## config.mk

```make
export PLATFORM = sky130hd
export DESIGN_NAME = multi_receiver_pulse_capture
export DESIGN_NICKNAME = d
export VERILOG_FILES = /design/src/rtl/pulse_capture_pkg.sv /design/src/rtl/pulse_capture_channel.sv /design/src/rtl/multi_receiver_pulse_capture.sv
export SDC_FILE = /design/constraint.sdc
export NUM_CORES = 1
export LEC_CHECK = 0
export BUFFER_PORTS_ARGS = -buffer_cell sky130_fd_sc_hd__buf_2
export CAP_MARGIN = 30
export CORE_UTILIZATION = 25
export CTS_BUF_LIST = sky130_fd_sc_hd__clkbuf_8
export DETAILED_ROUTE_END_ITERATION = 10
export GPL_TIMING_DRIVEN = 0
export HOLD_SLACK_MARGIN = 0.12
export SLEW_MARGIN = 20
export SYNTH_ARGS = -nofsm -noshare
export SYNTH_HDL_FRONTEND = slang
export SYNTH_HIERARCHICAL = 1
export SYNTH_SLANG_ARGS = --single-unit
```

## constraint.sdc

```tcl
create_clock -name clk_96MHz -period 5.32 [get_ports clk_96MHz]
set_clock_uncertainty 0.15 [all_clocks]
set_input_delay 1.064 -clock clk_96MHz [delete_from_list [all_inputs] [get_ports clk_96MHz]]
set_output_delay 1.064 -clock clk_96MHz [all_outputs]
set_load 0.005 [all_outputs]
```

## src/rtl/pulse_capture_pkg.sv

```systemverilog
// pulse_capture_pkg: shared record type, capture FSM states and default parameters
// for the multi-receiver pulse capture block.
package pulse_capture_pkg;

    function automatic int ch_width(input int n);
        return (n > 1) ? $clog2(n) : 1;
    endfunction

    localparam int N_RECEIVERS_DEF      = 4;
    localparam int TS_WIDTH_DEF         = 24;
    localparam int PW_WIDTH_DEF         = 16;
    localparam int MIN_PULSE_CYCLES_DEF = 48;
    localparam int FIFO_DEPTH_DEF       = 16;
    localparam bit ENV_ACTIVE_LOW_DEF   = 1'b1;
    localparam int CH_W_DEF             = ch_width(N_RECEIVERS_DEF);

    typedef enum logic {IDLE, ACTIVE} cap_state_e;

    typedef struct packed {
        logic [CH_W_DEF-1:0]     channel;
        logic [TS_WIDTH_DEF-1:0] timestamp;
        logic [PW_WIDTH_DEF-1:0] width;
        logic                    timeout;
    } pulse_rec_t;

endpackage

```

## src/rtl/pulse_capture_channel.sv

```systemverilog
// pulse_capture_channel: one receiver lane -- envelope synchroniser, edge detect,
// capture FSM and a single-entry holding register.
//  clk_96MHz, reset_n   clock, asynchronous active-low reset
//  e_in                 raw envelope pin (asynchronous)
//  configured           lane enable; dropping it mid-pulse aborts the pulse
//  system_timestamp     free-running time base
//  clear_overflow       clears overflow_sticky (a simultaneous drop wins)
//  grant                arbiter takes the held record this cycle
//  hold_valid/hold_rec  held record presented to the arbiter
//  overflow_sticky      a record was dropped since the last clear
module pulse_capture_channel
    import pulse_capture_pkg::*;
#(
    parameter int TS_WIDTH         = TS_WIDTH_DEF,
    parameter int PW_WIDTH         = PW_WIDTH_DEF,
    parameter int MIN_PULSE_CYCLES = MIN_PULSE_CYCLES_DEF,
    parameter bit ENV_ACTIVE_LOW   = ENV_ACTIVE_LOW_DEF,
    parameter int CH_IDX           = 0
) (
    input  logic                clk_96MHz,
    input  logic                reset_n,
    input  logic                e_in,
    input  logic                configured,
    input  logic [TS_WIDTH-1:0] system_timestamp,
    input  logic                clear_overflow,
    input  logic                grant,
    output logic                hold_valid,
    output pulse_rec_t          hold_rec,
    output logic                overflow_sticky
);
    localparam logic ENV_IDLE = ENV_ACTIVE_LOW;

    logic sync1_q, sync1_d, sync2_q, sync2_d, env_q, env_d;
    logic [2:0] live_q, live_d;
    logic rise_q, rise_d, fall_q, fall_d;
    cap_state_e state_q, state_d;
    logic [TS_WIDTH-1:0] start_q, start_d;
    logic [PW_WIDTH-1:0] width_q, width_d;
    logic hold_valid_q, hold_valid_d, ovf_q, ovf_d, done;
    pulse_rec_t hold_q, hold_d;

    always_comb begin
        sync1_d = e_in;
        sync2_d = sync1_q;
        env_d = sync2_q;
        // Edges count only once the pipeline holds real pin samples, so a pin
        // already active when reset releases is not mistaken for a new pulse.
        live_d = {live_q[1:0], 1'b1};
        rise_d = live_q[2] && (sync2_q != ENV_IDLE) && (env_q == ENV_IDLE);
        fall_d = live_q[2] && (sync2_q == ENV_IDLE) && (env_q != ENV_IDLE);
        state_d = state_q;
        start_d = start_q;
        width_d = width_q;
        done = 1'b0;
        hold_valid_d = hold_valid_q && !grant;
        hold_d = hold_q;
        ovf_d = ovf_q && !clear_overflow;
        if (state_q == IDLE) begin
            if (rise_q && configured) begin
                state_d = ACTIVE;
                start_d = system_timestamp;
                width_d = PW_WIDTH'(1);
            end
        end else if (!configured) begin
            state_d = IDLE;
        end else if (fall_q) begin
            state_d = IDLE;
            done = 32'(width_q) >= MIN_PULSE_CYCLES;
        end else if (!(&width_q)) begin
            width_d = width_q + PW_WIDTH'(1);
        end
        if (done) begin
            if (hold_valid_q && !grant) begin
                ovf_d = 1'b1;
            end else begin
                hold_valid_d = 1'b1;
                hold_d = '{channel: CH_W_DEF'(CH_IDX), timestamp: start_q, width: width_q, timeout: &width_q};
            end
        end
    end

    always_ff @(posedge clk_96MHz or negedge reset_n) begin
        if (!reset_n) begin
            sync1_q      <= ENV_IDLE;
            sync2_q      <= ENV_IDLE;
            env_q        <= ENV_IDLE;
            live_q       <= '0;
            rise_q       <= 1'b0;
            fall_q       <= 1'b0;
            state_q      <= IDLE;
            start_q      <= '0;
            width_q      <= '0;
            hold_valid_q <= 1'b0;
            hold_q       <= '0;
            ovf_q        <= 1'b0;
        end else begin
            sync1_q      <= sync1_d;
            sync2_q      <= sync2_d;
            env_q        <= env_d;
            live_q       <= live_d;
            rise_q       <= rise_d;
            fall_q       <= fall_d;
            state_q      <= state_d;
            start_q      <= start_d;
            width_q      <= width_d;
            hold_valid_q <= hold_valid_d;
            hold_q       <= hold_d;
            ovf_q        <= ovf_d;
        end
    end

    assign hold_valid = hold_valid_q;
    assign hold_rec = hold_q;
    assign overflow_sticky = ovf_q;

endmodule

```

## src/rtl/multi_receiver_pulse_capture.sv

```systemverilog
// multi_receiver_pulse_capture: timestamps envelope pulses from N receivers and
// queues the records through a round-robin arbiter into a show-ahead FIFO.
//  clk_96MHz, reset_n      clock, asynchronous active-low reset
//  e_in, configured        per-channel envelope pins and enables
//  system_timestamp        free-running time base
//  clear_overflow          clears overflow_sticky
//  out_ready/out_valid     output handshake; head pops on valid && ready
//  out_channel/_timestamp/_width/_timeout  head record fields
//  fifo_level              FIFO occupancy
//  overflow_sticky         per-channel dropped-record flags
module multi_receiver_pulse_capture
    import pulse_capture_pkg::*;
#(
    parameter int N_RECEIVERS      = N_RECEIVERS_DEF,
    parameter int TS_WIDTH         = TS_WIDTH_DEF,
    parameter int PW_WIDTH         = PW_WIDTH_DEF,
    parameter int MIN_PULSE_CYCLES = MIN_PULSE_CYCLES_DEF,
    parameter int FIFO_DEPTH       = FIFO_DEPTH_DEF,
    parameter bit ENV_ACTIVE_LOW   = ENV_ACTIVE_LOW_DEF,
    localparam int CH_W            = ch_width(N_RECEIVERS),
    localparam int AW              = $clog2(FIFO_DEPTH),
    localparam int LVL_W           = $clog2(FIFO_DEPTH) + 1
) (
    input  logic                   clk_96MHz,
    input  logic                   reset_n,
    input  logic [N_RECEIVERS-1:0] e_in,
    input  logic [N_RECEIVERS-1:0] configured,
    input  logic [TS_WIDTH-1:0]    system_timestamp,
    input  logic                   clear_overflow,
    input  logic                   out_ready,
    output logic                   out_valid,
    output logic [CH_W-1:0]        out_channel,
    output logic [TS_WIDTH-1:0]    out_timestamp,
    output logic [PW_WIDTH-1:0]    out_width,
    output logic                   out_timeout,
    output logic [LVL_W-1:0]       fifo_level,
    output logic [N_RECEIVERS-1:0] overflow_sticky
);
    logic [N_RECEIVERS-1:0] hold_valid, grant;
    pulse_rec_t hold_rec [N_RECEIVERS];
    logic [CH_W-1:0] last_q, last_d, grant_idx;
    logic grant_any, room, pop, push;
    logic stage_valid_q, stage_valid_d;
    pulse_rec_t stage_q, stage_d, head;
    pulse_rec_t mem_q [FIFO_DEPTH];
    pulse_rec_t mem_d [FIFO_DEPTH];
    logic [AW-1:0] wr_q, wr_d, rd_q, rd_d;
    logic [LVL_W-1:0] level_q, level_d;

    for (genvar i = 0; i < N_RECEIVERS; i++) begin : g_ch
        pulse_capture_channel #(
            .TS_WIDTH(TS_WIDTH), .PW_WIDTH(PW_WIDTH), .MIN_PULSE_CYCLES(MIN_PULSE_CYCLES),
            .ENV_ACTIVE_LOW(ENV_ACTIVE_LOW), .CH_IDX(i)
        ) u_ch (
            .clk_96MHz(clk_96MHz), .reset_n(reset_n), .e_in(e_in[i]), .configured(configured[i]),
            .system_timestamp(system_timestamp), .clear_overflow(clear_overflow), .grant(grant[i]),
            .hold_valid(hold_valid[i]), .hold_rec(hold_rec[i]), .overflow_sticky(overflow_sticky[i])
        );
    end

    always_comb begin
        pop = out_valid && out_ready;
        push = stage_valid_q;
        // A grant reserves a FIFO slot one cycle ahead, so the staged record
        // must be counted as already occupying the FIFO.
        room = (32'(level_q) + 32'(stage_valid_q) - 32'(pop)) < FIFO_DEPTH;
        grant = '0;
        grant_any = 1'b0;
        grant_idx = last_q;
        for (int o = 1; o <= N_RECEIVERS; o++) begin
            if (room && !grant_any && hold_valid[CH_W'((int'(last_q) + o) % N_RECEIVERS)]) begin
                grant_any = 1'b1;
                grant_idx = CH_W'((int'(last_q) + o) % N_RECEIVERS);
            end
        end
        if (grant_any) grant[grant_idx] = 1'b1;
        last_d = grant_any ? grant_idx : last_q;
        stage_valid_d = grant_any;
        stage_d = grant_any ? hold_rec[grant_idx] : stage_q;
        mem_d = mem_q;
        if (push) mem_d[wr_q] = stage_q;
        wr_d = wr_q + AW'(push);
        rd_d = rd_q + AW'(pop);
        level_d = level_q + LVL_W'(push) - LVL_W'(pop);
    end

    always_ff @(posedge clk_96MHz or negedge reset_n) begin
        if (!reset_n) begin
            last_q        <= '0;
            stage_valid_q <= 1'b0;
            stage_q       <= '0;
            mem_q         <= '{default: '0};
            wr_q          <= '0;
            rd_q          <= '0;
            level_q       <= '0;
        end else begin
            last_q        <= last_d;
            stage_valid_q <= stage_valid_d;
            stage_q       <= stage_d;
            mem_q         <= mem_d;
            wr_q          <= wr_d;
            rd_q          <= rd_d;
            level_q       <= level_d;
        end
    end

    assign head = mem_q[rd_q];
    assign out_valid = level_q != '0;
    assign out_channel = head.channel;
    assign out_timestamp = head.timestamp;
    assign out_width = head.width;
    assign out_timeout = head.timeout;
    assign fifo_level = level_q;

endmodule

```

# Word-level counts from Yosys, hierarchy flattened
# Cells that the tools add are included.
# totals
reg_bits,1118
inputBits,36
elab_cells,351
# op_classes
add_sub_neg,14
order_cmp,15
n_eq_ne,12
muxes,92
bitwise_logic,19
reduce_logical,67
# op_table
op,count
bitwise mux 688 bit,1
2-to-1 mux 16 bit,20
2-to-1 mux 43 bit,5
binary-select mux 43 bit (select 4 bit),1
demux 43 bit (select 4 bit),1
binary-select mux 43 bit (select 2 bit),1
adder 16 x 1 -> 16 bit (second input constant),4
greater-or-equal comparator 16 x 6 -> 1 bit (second input constant),4
AND reduction 16 bit,4
2-to-1 mux 1 bit,53
logical AND 1 bit,38
< comparator 32 x 5 -> 1 bit (second input constant),1
!= test 2 bit (second input constant),12
< comparator 2 x 4 -> 1 bit (second input constant),4
inverter 1 bit,16
AND reduction 2 bit,8
AND reduction 4 bit,4
greater-or-equal comparator 5 bit (second input constant),2
inverter 4 -> 5 bit,2
adder 4 x 1 -> 4 bit,2
binary-select mux 1 bit (select 2 bit),4
logical NOT 1 bit,8
2-to-1 mux 2 bit,4
nonzero test 2 bit,4
other kinds (14),16

# Logic depth before layout (Yosys ltp)
# logic_depth
ltp_word,27
ltp_mapped,23
ltp_nobuf,20

# By module
# The synthesis kept the hierarchy.
# modules_own_cells
mod,instances,cells_each,area_per_inst_um2,seq_area_each_um2
multi_receiver_pulse_capture,1,2357,35137.4,18692.9
pulse_capture_channel at g_ch[1].u_ch,1,338,3937.5,2331.0
pulse_capture_channel at g_ch[3].u_ch,1,334,3897.5,2331.0
pulse_capture_channel at g_ch[2].u_ch,1,324,3813.7,2331.0
pulse_capture_channel at g_ch[0].u_ch,1,324,3807.4,2306.0

# Worst setup path before layout
# OpenSTA, ideal clock, no wires.
# synth_path
kind,input-to-reg
from,input out_ready
to,register g_ch[3].u_ch.hold_q (netlist bit g_ch[3].u_ch/hold_rec[10])
setup_time_ns,0.125
arrival_time_ns,4.444
required_time_ns,5.045
slack_ns,0.602
cell_stages,19
path_buffers,3
cell_sequence,and2_1 ha_1 inv_1 ha_1 inv_1 fa_1 inv_1 a21oi_1 mux2i_1 o2111ai_1 nor3_4 xnor2_4 buf_6 buf_6 and3_1 nand2b_1 nand3_1 buf_2 mux2_2
# synth_via
elab_chain_len,26
elab_cells_between_ends,31
classes_between,add/sub (1); order compare (3); mux (11); bitwise (1); reduce/logical (15)
# synth_rtl
element,line,text
"start, declared",multi_receiver_pulse_capture.sv:30,"input logic out_ready,"
logical AND 1 bit *,multi_receiver_pulse_capture.sv:62,pop = out_valid && out_ready;
subtractor 6 x 1 -> 7 bit *,multi_receiver_pulse_capture.sv:66,room = (32'(level_q) + 32'(stage_valid_q) - 32'(pop)) < FIFO_DEPTH;
< comparator 32 x 5 -> 1 bit *,multi_receiver_pulse_capture.sv:66,
logical AND 1 bit,multi_receiver_pulse_capture.sv:71,if (room && !grant_any && hold_valid[CH_W'((int'(last_q) + o) % N_RECEIVERS)]) begin
2-to-1 mux 1 bit,multi_receiver_pulse_capture.sv:71,
logical NOT 1 bit,multi_receiver_pulse_capture.sv:71,
logical AND 1 bit (2 in a row),multi_receiver_pulse_capture.sv:71,
2-to-1 mux 1 bit,multi_receiver_pulse_capture.sv:71,
[10 not listed],n/a,
2-to-1 mux 1 bit (not written as such),multi_receiver_pulse_capture.sv:76,if (grant_any) grant[grant_idx] = 1'b1;
demux 1 bit (select 2 bit),multi_receiver_pulse_capture.sv:76,
2-to-1 mux 4 bit *,multi_receiver_pulse_capture.sv:76,
named net grant[3],multi_receiver_pulse_capture.sv:39,"logic [N_RECEIVERS-1:0] hold_valid, grant;"
logical NOT 1 bit *,pulse_capture_channel.sv:73,if (hold_valid_q && !grant) begin
logical AND 1 bit *,pulse_capture_channel.sv:73,
inverter 1 bit (no line) *,n/a,
AND reduction 2 bit (no line) *,n/a,
"end signal, assigned",pulse_capture_channel.sv:107,hold_q <= hold_d;
"end, declared",pulse_capture_channel.sv:40,"pulse_rec_t hold_q, hold_d;"
# The timed path passes the listed nets; every way through them passes the cells marked *.
# A chain may end at the register's enable or synchronous reset.

# Worst setup path in the final report
# layout_path
from,register rd_q[1]
to,output out_width[15]
# layout_via
elab_chain_len,4
# layout_rtl
element,line,text
"start, declared",multi_receiver_pulse_capture.sv:47,"logic [AW-1:0] wr_q, wr_d, rd_q, rd_d;"
"start signal, assigned",multi_receiver_pulse_capture.sv:102,rd_q <= rd_d;
inverter 4 -> 5 bit (not written as such),multi_receiver_pulse_capture.sv:107,assign head = mem_q[rd_q];
binary-select mux 43 bit (select 4 bit),multi_receiver_pulse_capture.sv:107,
2-to-1 mux 43 bit (not written as such) (2 in a row),multi_receiver_pulse_capture.sv:107,
"end, declared",multi_receiver_pulse_capture.sv:34,"output logic [PW_WIDTH-1:0] out_width,"
# No other way between the ends. The select of a mux whose other input is x is not followed.

==> impl_results.md <==
* I/O Buffers at 88
* Cell Area, Placed at 54800 um2
* Worst Path Required at 4.11 ns
* DRC viols at 0
* Endpoints failing setup at 0
* CP max stage cell: clkbuf_1
* TritonCTS buffer count at 190
* Drt wl/cell at 20.7 um
* Switching share of power at 0.337
* Max stage delay on crit path at 0.43 ns
* Cells after synthesis at 3677
* Psw at 0.00763 W
* Setup crit start: rd_q[1]
* P_int at 0.0150 W
* Initial Utilization at 0.252
* Reg2reg end: g_ch[0].u_ch/hold_rec[18]
* Die width at 452 um
* Clock Tree Root: clkbuf_8
* CP Launch Type: register
* Top delay family on crit path: buffers and inverters
* Met1 Use GR at 0.180
* Post-Layout Inst Area at 59000 um2
* Clock Pin Slew Worst Setup and Hold Paths at 0.06 ns
* Comb pwr share at 0.220
* Most used routing layer: met2
* R2R Path Start: fifo_level[3]
* Core area at 200000 um2
* CP endpoint: out_width[15]
* # nets final at 4052
* Most frequent cell after synthesis: dfrtp_1
* Worst Tran Pin Value at 1.03 ns
* Critical path depth in cells at 9
* Placed Cells at 6447
* Seq/Total Area, Yosys at 0.553
* Clock Sinks at 1118
* Power per Cell Area at 383 nW/um2
* Main area contributors after synthesis: dfrtp_1, mux2_2, mux4_2
* Arrival @ worst endpoint at 3.92 ns
* Area leader, netlist: dfrtp_1
* CP Max Fanout at 10
* Share of cells above drive strength 1 at 0.398
* Grt ovf at 0
* Largest net degree at the start of global routing at 144
* Area of the die at 204000 um2
* Htree depth at 4
* 1st-pass router iterations at 5
* Final std cells w/o fill at 6793
* Crit Path Class: reg -> out
* Leakage at 28.5 nW
* Worst min path class: reg -> reg
* Final Util at 0.294
* CTS tree: done
* Synth cell types at 77
* Vias per cell at 4.67
* Initial antenna violation count at 20
* Hold Vio Cnt, Final at 0
* Max Slew Vio Count at 0
* Share of power burned in registers at 0.430
* Max cap viols at 0
* WHS at 0.193 ns
* Synth top area share at 0.547
* Worst-Skew Late Latency at 0.90 ns
* Final Critical Period at 5.13 ns
* DP HPWL at 99.5 mm
* Global Route met3 Usage at 0.0237
* # fillers at 20235
* Synth warn at 6
* Post-Route WL at 141 mm
* M2 GR Usage at 0.231
* Clock network power share at 0.350
* FMAX at 195 MHz
* Area of the multi-input gates at 21200 um2
* Gr usage total at 0.138
* Die Y at 452 um
* Worst Setup End Kind: output port
* Detail Route Antenna Nets at 0
* Clk buf depth at 3
* Vias in the first global route at 32985
* GPL Wtd Cong at 0.796
* Mean Syn Cell Area at 13.8 um2
* Synth cell count leaders: dfrtp_1, mux2_2, nand2_1, clkbuf_1, mux4_2
* R2R Setup Slk at 0.22 ns
* Worst path cell trace: clkbuf_1 > clkbuf_4 > clkbuf_2 > clkbuf_2 > buf_6 > mux4_2 > a22oi_1 > nand2_1 > buf_2
* Worst IR Drop VDD at 0.248 mV
* FF/Latch Area at 28000 um2
* CP most frequent cell: clkbuf_2
* Routed via count at 31701
* CP Buf/Inv Count at 6
* Top FF cell, synth: dfrtp_1
* Area added between synthesis and finish at 16.7%
* I/O pin total at 89
* Tcrit/Tclk final at 0.964
* Std-Cell Rows at 164
* Synth async-reset ratio at 1.00
* R2R cell count at 23
* #FFs+latches synth at 1118
* Status: completed
* Slew margin rel. at 0.313
* DR iter-0 viols at 2032
* First-pass GRT wire length at 214 mm
* Post-synth EDFFs at 0
* Post-synthesis cell area at 50600 um2
-- area by class of cell --
cell class                      instances  share of cell area
Tap cell                             2656              0.0563
Buffer                                275              0.0229
Multi-Input combinational cell       2200               0.359
Inverter                               85             0.00541
Clock inverter                         88             0.00971
Clock buffer                          240              0.0560
Sequential cell                      1118               0.474
Antenna cell                            7            0.000297
Timing Repair Buffer                  124              0.0166
-- state kept, by name, indices dropped and copies added (netlist names), 5 cells and up --
register            cells
mem_q                 688
g_ch.u_ch/hold_rec    167
g_ch.u_ch/start_q      96
g_ch.u_ch/live_q       12
g_ch.u_ch/width_q      64
stage_q                43
fifo_level              5
-- cells in the final DEF (no fill, tap or decap), drive strengths merged, types with 29 or more instances in the layout --
cell and instances:
clkbuf 432, buf 201, o211ai 44, o21ai 57, mux4 143, nand2b 29, nor2 37, or4 29
o221a 43, nand2 383, a21oi 111, dfrtp 1106, inv 154, nand3 31, mux2i 96, mux2 918
-- routing by layer --
metal | vias to the layer above | routed length [um] | part of all wire
li1 | 14026 | - | -
met5 | - | 47 | 0.00033
met3 | 235 | 5440 | 0.039
met4 | 8 | 4210 | 0.030
met1 | 16800 | 62100 | 0.44
met2 | 632 | 69100 | 0.49
-- metrics by stage --
step | total power (W) | setup WS (ns) | setup TNS [ns]
after global routing | 0.0237 | -0.00205 | -0.00205
after floorplan | 0.0123 | 0.602 | 0
after global placement | 0.0146 | -21.40 | -
after CTS | 0.0229 | 0.00461 | 0
final | 0.0226 | 0.191 | 0
after detailed placement | 0.0148 | -1.04 | -118.13
-- kinds of logic (layout without fill, tap and decap cells) --
group	count (synthesis)	after routing	synth area share
mux	1157	1157	0.290
flops	1118	1118	0.553
simple gates	617	617	0.0587
compound gates	387	387	0.0591
buf+inv	360	812	0.0311
fa+ha+maj	22	22	0.00559
xor+xnor	9	9	0.00193
other cells	7	15	0.000519
-- worst min-delay path by stage --
| stage | from | end | slack, ns | cells after the start |
|---|---|---|---|---|
| after detailed placement | g_ch[3].u_ch/live_q[0] | g_ch[3].u_ch/live_q[1] | 0.19 | 0 |
| final | g_ch[2].u_ch/live_q[0] | g_ch[2].u_ch/live_q[1] | 0.19 | 0 |
| after floorplan | g_ch[0].u_ch/live_q[0] | g_ch[0].u_ch/live_q[1] | 0.18 | 0 |
| after CTS | system_timestamp[20] | g_ch[2].u_ch/start_q[20] | 0.19 | 3 |
| after global placement | g_ch[3].u_ch/live_q[0] | g_ch[3].u_ch/live_q[1] | 0.18 | 0 |
| after global routing | g_ch[1].u_ch/live_q[0] | g_ch[1].u_ch/live_q[1] | 0.20 | 0 |
-- power groups by stage --
stage	registers, W	clock network (W)	logic [W]
6_report	0.00972	0.00791	0.00499
5_1_grt	0.00980	0.00850	0.00536
4_1_cts	0.00971	0.00811	0.00507
3_5_place_dp	0.00986	0	0.00499
3_3_place_gp	0.00984	0	0.00477
2_1_floorplan	0.00946	0	0.00282
-- repair_timing --
| item | CTS | global route |
|---|---|---|
| hold buffers | 5 | 0 |
| hold endpoints to repair | 59 | 0 |
| gates cloned | 0 | 1 |
| gates resized for setup | 43 | 20 |
| setup endpoints to repair | 197 | 165 |
| buffers inserted | 0 | 4 |
| pin swaps | 0 | 2 |
Power figures use the tool's default switching activity.
